===== config.mk =====
export PLATFORM = sky130hd
export DESIGN_NAME = pipe_divider
export DESIGN_NICKNAME = d
export VERILOG_FILES = /design/src/rtl/pipe_divider_pkg.sv /design/src/rtl/pipe_divider_stage.sv /design/src/rtl/pipe_divider.sv
export SDC_FILE = /design/constraint.sdc
export NUM_CORES = 2
export LEC_CHECK = 0
export ABC_AREA = 1
export CORE_MARGIN = 2
export CORE_UTILIZATION = 26
export CTS_CLUSTER_SIZE = 30
export DETAILED_ROUTE_END_ITERATION = 6
export DONT_BUFFER_PORTS = 1
export GPL_TIMING_DRIVEN = 1
export HOLD_SLACK_MARGIN = 0.15
export PLACE_DENSITY_LB_ADDON = 0.08
export SYNTH_ARGS = -nofsm -noshare
export SYNTH_HDL_FRONTEND = slang
export SYNTH_SLANG_ARGS = --single-unit

===== constraint.sdc =====
create_clock -name clk -period 2.7 [get_ports clk]
set_clock_uncertainty 0.2 [all_clocks]
set_input_delay 0.54 -clock clk [delete_from_list [all_inputs] [get_ports clk]]
set_output_delay 0.54 -clock clk [all_outputs]
set_load 0.1 [all_outputs]

===== src/rtl/pipe_divider_pkg.sv =====
// Shared types for the pipelined divider.
// Stage record and latency helper.
package pipe_divider_pkg;

  localparam int DVD_W = 26;
  localparam int DVS_W = 14;
  localparam int TAG_W = 4;

  typedef struct packed {
    logic             valid;
    logic [DVS_W-1:0] rem;
    logic [DVD_W-1:0] quo;
    logic [DVD_W-1:0] dvd;
    logic [DVS_W-1:0] dvs;
    logic             q_sign;
    logic             r_sign;
    logic             div_zero;
    logic [TAG_W-1:0] id;
  } stage_t;

  function automatic int lat(input int dw);
    return dw + 2;
  endfunction

endpackage


===== src/rtl/pipe_divider_stage.sv =====
// One restoring-division step.
// Produces one quotient bit per cycle.
module pipe_divider_stage
  import pipe_divider_pkg::*;
(
  input  logic   clk,
  input  logic   rst,
  input  logic   en,
  input  stage_t d,
  output stage_t q
);

  logic [DVS_W:0]   p;
  logic [DVS_W-1:0] diff;
  logic             ge;
  stage_t           nxt;

  // Trial subtract of |divisor| from the shifted partial remainder
  always_comb begin
    nxt  = d;
    p    = {d.rem, d.dvd[DVD_W-1]};
    ge   = (p >= {1'b0, d.dvs});
    diff = p[DVS_W-1:0] - d.dvs;
    nxt.rem = ge ? diff : p[DVS_W-1:0];
    nxt.quo = {d.quo[DVD_W-2:0], ge};
    nxt.dvd = {d.dvd[DVD_W-2:0], 1'b0};
  end

  // Stage register, frozen while the output is stalled
  always_ff @(posedge clk) begin
    if (rst)
      q <= '0;
    else if (en)
      q <= nxt;
  end

endmodule


===== src/rtl/pipe_divider.sv =====
// Fully pipelined signed/unsigned divider.
// One op per cycle, valid/ready with backpressure.
module pipe_divider
  import pipe_divider_pkg::*;
#(
  parameter int DIVIDEND_W = DVD_W,
  parameter int DIVISOR_W  = DVS_W,
  parameter int ID_W       = TAG_W
) (
  input  logic                  clk,
  input  logic                  rst,
  input  logic                  in_valid,
  output logic                  in_ready,
  input  logic [DIVIDEND_W-1:0] in_dividend,
  input  logic [DIVISOR_W-1:0]  in_divisor,
  input  logic                  in_signed,
  input  logic [ID_W-1:0]       in_id,
  output logic                  out_valid,
  input  logic                  out_ready,
  output logic [DIVIDEND_W-1:0] out_quotient,
  output logic [DIVISOR_W-1:0]  out_remainder,
  output logic                  out_div_zero,
  output logic [ID_W-1:0]       out_id
);

  logic   en;
  logic   sign_a;
  logic   sign_b;
  stage_t s0_nxt;
  stage_t s0;
  stage_t st [0:DIVIDEND_W];
  stage_t last;

  logic [DIVIDEND_W-1:0] fx_q;
  logic [DIVISOR_W-1:0]  fx_r;

  assign en       = !(out_valid && !out_ready);
  assign in_ready = en;

  // Input stage: magnitudes and result signs
  always_comb begin
    sign_a = in_signed & in_dividend[DIVIDEND_W-1];
    sign_b = in_signed & in_divisor[DIVISOR_W-1];
    s0_nxt          = '0;
    s0_nxt.valid    = in_valid;
    s0_nxt.dvd      = sign_a ? -in_dividend : in_dividend;
    s0_nxt.dvs      = sign_b ? -in_divisor : in_divisor;
    s0_nxt.q_sign   = sign_a ^ sign_b;
    s0_nxt.r_sign   = sign_a;
    s0_nxt.div_zero = (in_divisor == '0);
    s0_nxt.id       = in_id;
  end

  // Input stage register
  always_ff @(posedge clk) begin
    if (rst)
      s0 <= '0;
    else if (en)
      s0 <= s0_nxt;
  end

  assign st[0] = s0;

  for (genvar k = 0; k < DIVIDEND_W; k++) begin : g_stage
    pipe_divider_stage u_stage (
      .clk (clk),
      .rst (rst),
      .en  (en),
      .d   (st[k]),
      .q   (st[k+1])
    );
  end

  assign last = st[DIVIDEND_W];

  // Sign fix-up, with divide-by-zero forced independently
  always_comb begin
    fx_q = last.q_sign ? -last.quo : last.quo;
    fx_r = last.r_sign ? -last.rem : last.rem;
    if (last.div_zero) begin
      fx_q = '1;
      fx_r = '0;
    end
  end

  // Output register; data only updates on a real result
  always_ff @(posedge clk) begin
    if (rst) begin
      out_valid     <= 1'b0;
      out_quotient  <= '0;
      out_remainder <= '0;
      out_div_zero  <= 1'b0;
      out_id        <= '0;
    end else if (en) begin
      out_valid <= last.valid;
      if (last.valid) begin
        out_quotient  <= fx_q;
        out_remainder <= fx_r;
        out_div_zero  <= last.div_zero;
        out_id        <= last.id;
      end
    end
  end

endmodule


# Word-level counts from Yosys, hierarchy flattened

Index checks and enable logic that the tools add are counted.

Flip-flop bits (word level): 1692
Output and inout bits: 47
Input port bits: 49
Logic and storage cells: 341

$add $sub $neg: 30
Muxes and demuxes: 32
Bitwise operators: 4
Magnitude comparators: 26
Reduce and logical (&&, ||, !) cells: 5

Operators with widths:

| operator          | number |
|---|---|
| $mux 14           | 29 |
| $ge 15x14->1      | 25 |
| $sub 14x14->14    | 25 |
| $mux 26           | 3 |
| $neg 26->26       | 2 |
| $neg 14->14       | 2 |
| $ge 1x14->1       | 1 |
| $logic_not 14->1  | 1 |
| $sub 1x14->14     | 1 |
| $and 1x1->1       | 2 |
| $logic_not 1->1   | 2 |
| $reduce_and 2->1  | 1 |
| $logic_and 1x1->1 | 1 |
| $not 1->1         | 1 |
| $xor 1x1->1       | 1 |

# Longest topological paths before layout

Word-level depth: 4
Gate-level depth with buffers: 16
Gate-level depth less buffers: 16

# Modules after synthesis

A second synthesis with hierarchy kept.

Cells, all modules: 15600
Area, all modules: 110419.7 sq um

Modules (own cells, without submodules):

| module                                       | times used | cells each | seq. area each (sq um) | area each (sq um) |
|---|---|---|---|---|
| pipe_divider_stage at g_stage[0].u_stage ... | 25         | 565        | 1741.7                 | 4032.6 |
| pipe_divider                                 | 1          | 910        | 1881.8                 | 5590.4 |
| pipe_divider_stage at g_stage[18].u_stage    | 1          | 565        | 1741.7                 | 4013.8 |

# Worst setup path before layout

OpenSTA, ideal clock, no wires.

Path kind: reg2out
Start point: reg out_valid
End point: out in_ready
Path slack: -0.305 ns
Stages on the path, launching flop included: 8
Buffers on the path: 4
Required time: 1.960 ns
Arrival time: 2.265 ns
Cell sequence: dfxtp_1 -> inv_1 -> nor2_8 -> inv_2 -> buf_4 -> buf_2 -> buf_2 -> buf_2

Cells in the longest elaborated chain, start to end: 2

Ends and longest elaborated chain:

| element                | RTL line           | RTL |
|---|---|---|
| start, declared        | pipe_divider.sv:18 | `output logic out_valid,` |
| start signal, assigned | pipe_divider.sv:95 | `out_valid <= last.valid;` |
| $logic_and 1x1->1      | pipe_divider.sv:37 | `assign en = !(out_valid && !out_ready);` |
| $logic_not 1->1        | pipe_divider.sv:37 |  |
| end, declared          | pipe_divider.sv:13 | `output logic in_ready,` |

No other way between the ends.

# Worst setup path in the final report

Start point: in in_divisor[8]
End point: reg s0[19] in the netlist's numbering

Cells in the longest elaborated chain, start to end: 2

Ends and longest elaborated chain:

| element              | RTL line           | RTL |
|---|---|---|
| start, declared      | pipe_divider.sv:15 | `input logic [DIVISOR_W-1:0] in_divisor,` |
| $neg 14->14          | pipe_divider.sv:47 | `s0_nxt.dvs = sign_b ? -in_divisor : in_divisor;` |
| $mux 14              | pipe_divider.sv:47 |  |
| end signal, assigned | pipe_divider.sv:59 | `s0 <= s0_nxt;` |
| end, declared        | pipe_divider.sv:30 | `stage_t s0;` |

No other way between the ends.
A chain may end at the register's enable or synchronous reset.

==> impl_metrics.env <==
export IMPL_route_detailed_drc=0
export IMPL_num_rows=209
export IMPL_synthCells=12500
export IMPL_grt_total_usage=0.168
export IMPL_ys_flop_type="dfxtp_1"
export IMPL_rsz0062_at_grt="true"
export IMPL_dp_hpwl_um=208000
export IMPL_core_area_um2=325000
export IMPL_dr_total_vias=78700
export IMPL_leakagePower_nw=49.3
export IMPL_grt_pass1_wl_um=450000
export IMPL_timing_final_ws_setup_ps=21.1
export IMPL_nets=13200
export IMPL_die_area_um2=332000
export IMPL_slew_viol_final=0
export IMPL_reg2reg_from="s0[46]"
export IMPL_maxCapViolCount=0
export IMPL_slew_headroom=0.394
export IMPL_finalSetupViolCount=0
export IMPL_cts_path_max_buffers=4
export IMPL_synth_area_leaders="dfxtp_1 40%, nor2_1 12%, o21ai_0 9.3%"
export IMPL_hold_end="out_quotient[18]"
export IMPL_die_x_um=576
export IMPL_placed_area_um2=91900
export IMPL_vdd_drop_max_mv=0.537
export IMPL_firstDrtPassIters=5
export IMPL_grt_pass1_vias=77500
export IMPL_cts_tree="built"
export IMPL_cts_buffers=207
export IMPL_routed_wl_um=289000
export IMPL_r2r_end="g_stage[0].u_stage.q[79]"
export IMPL_synthArstFlopShare=0
export IMPL_gp_congestion=0.821
export IMPL_synth_distinct_cells=54
export IMPL_gr_total_overflow=0
export IMPL_drive_above_1_share=0.0729
export IMPL_cts_root_buffer="clkbuf_16"
export IMPL_die_h_um=576
export IMPL_fin_crit_sh=0.992
export IMPL_min_delay_start="rst"
export IMPL_rr_worst_depth=10
export IMPL_area_growth_pct=18.6
export IMPL_postRouteAntennaNets=0
export IMPL_clk_latency_ps=890
export IMPL_ys_seq_area_frac=0.398
export IMPL_pin_count=96
export IMPL_startpoint_type="primary input"
export IMPL_critical_path_class="primary input to flop"
export IMPL_fin_crit_ps=2680
export IMPL_synth_top_area_cell="dfxtp_1"
export IMPL_synth_seq_cells=1692
export IMPL_tightestPinTransition_ps=900
export IMPL_powerDensity_nw_per_um2=1030
export IMPL_start_util=0.262
export IMPL_hp_class="primary input to flop"
export IMPL_syn_avg_cell_area_um2=6.78
export IMPL_cp_arrival_ps=3250
export IMPL_portBuffers=0
export IMPL_crit_required_ps=3270
export IMPL_status="finished clean"
export IMPL_yosys_warnings=0
export IMPL_place_ws_ps=0.866
export IMPL_yosysMostFrequentCell="nor2_1"
export IMPL_fmaxAchievable_mhz=373
export IMPL_antenna_found_initial=12
export IMPL_clk_pin_slew_ps=60
export IMPL_vias_per_cell=4.56
export IMPL_synth_nets=13000
export IMPL_cp_end_kind="flop"
export IMPL_drtIter0Drc=4298
export IMPL_rrSetupSlack_ps=150
export IMPL_cts_sinks=1692
export IMPL_fin_area_um2=101000
export IMPL_avgRoutedWirePerCell_um=16.8
export IMPL_hold_viol=0
export IMPL_synth_edf_count=0
export IMPL_synth_area_um2=85000
export IMPL_worstPathMaxFanout=4
export IMPL_grt_max_degree=157
export IMPL_min_delay_path_depth=4
export IMPL_yosysTopAreaCellShare=0.398
export IMPL_synthTopCellsByCount="2814 x nor2_1, 2055 x nand2_1, 1692 x dfxtp_1, 1572 x o21ai_0, 1316 x inv_1"
export IMPL_cts_max_level=4
==> how the worst max path moves through the flow <==
stage	start	end	slack (ps)	cells past startpoint
4_1_cts	out_valid	in_ready	-10	5
3_5_place_dp	g_stage[14].u_stage.q[12]	g_stage[15].u_stage.q[47]	0.9	14
3_3_place_gp	g_stage[14].u_stage.q[12]	g_stage[15].u_stage.q[47]	-30	14
6_report	in_divisor[8]	s0[19]	20	9
2_1_floorplan	out_valid	in_ready	70	7
5_1_grt	in_divisor[1]	s0[18]	-60	11
==> sequential cells by signal, indices dropped and copies added, names as in the netlist <==
signal and count:
g_stage.u_stage.q 1598, s0 48, out_quotient 26, out_remainder 14
out_id 4, out_div_zero 1, out_valid 1
==> cells in the final DEF, fill, tap and decap left out, types with 22 or more instances in the layout <==
cell,n
nand3_1,537
a21oi_1,717
o21bai_1,71
clkinv_2,38
dfxtp_1,1688
fa_1,25
nand3b_1,25
buf_12,57
inv_1,1311
ha_1,379
nand2_2,31
nand3_2,28
buf_4,373
nand4_1,149
nor2_1,2805
clkbuf_16,210
nand2_1,2052
clkbuf_8,44
a31oi_1,23
bufinv_16,22
and2_1,29
xor2_1,129
nor3_1,143
o21ai_0,1572
dlygate4sd3_1,128
xnor2_1,34
clkbuf_1,40
==> final cells by class <==
type | count | area (um2)
Tap cell | 4325 | 5410
Clock buffer | 293 | 5990
Fill cell | 35900 | 224000
Multi-Input combinational cell | 8935 | 43700
Clock inverter | 78 | 1170
Antenna cell | 10 | 25.0
Inverter | 1331 | 5030
Timing Repair Buffer | 576 | 5650
Sequential cell | 1692 | 33900
==> per-stage QoR <==
stage / utilization / cells / total power, mW / setup TNS (ps) / hold slack (ps)
3_3_place_gp: 0.283 / 16700 / 75.1 / -28.0 / 252
2_1_floorplan: - / 12500 / 60.6 / 0 / 235
5_1_grt: 0.311 / 17200 / 113 / -91.6 / 156
3_5_place_dp: 0.283 / 16700 / 74.8 / 0 / 257
4_1_cts: 0.309 / 17200 / 105 / -18.2 / -527
6_report: 0.311 / 17200 / 104 / 0 / 220
==> critical path, stage by stage <==
cell           delay, ps
dlygate4sd3_1        680
or2_2                340
dlygate4sd3_1        560
or2_2                270
dlygate4sd3_1        580
nand3b_1              90
nand3_1               90
nand2_1               70
inv_1                 30
==> report_power, final <==
group / leakage, nW / switching, mW / internal [mW]
registers: 13.7 / 2.02 / 27.4
clock network: 3.51 / 11.7 / 17.6
logic: 32.0 / 29.2 / 16.0
total: 49.3 / 43.0 / 60.9
==> kinds of logic (layout without fill, tap and decap cells) <==
logic type	Yosys count	after routing	share of synthesized area
AO/OA/AOI/OAI	2481	2481	0.151
XOR/XNOR	163	163	0.0168
adder cells (fa/ha/maj)	406	406	0.0620
buffers and inverters	1910	2278	0.0882
flip-flops	1692	1692	0.398
other	0	10	0
AND/OR/NAND/NOR	5885	5885	0.283
==> metal layers <==
layer  global-route usage  part of all wire  vias up
li1                     -                 -    40700
met1                0.230              0.49    36600
met2                0.277              0.45     1026
met3               0.0225             0.035      354
met4               0.0399             0.024        0
met5                    0                 0        -
==> repair_timing <==
item                       4_1_cts  5_1_grt
setup endpoints to repair        3       36
gates cloned                     3        1
hold buffers                   127       11
gates resized for setup          6       35
buffers inserted                 5        9
hold endpoints to repair       394      140
pin swaps                        1        6
(Power assumes the default switching activity.)
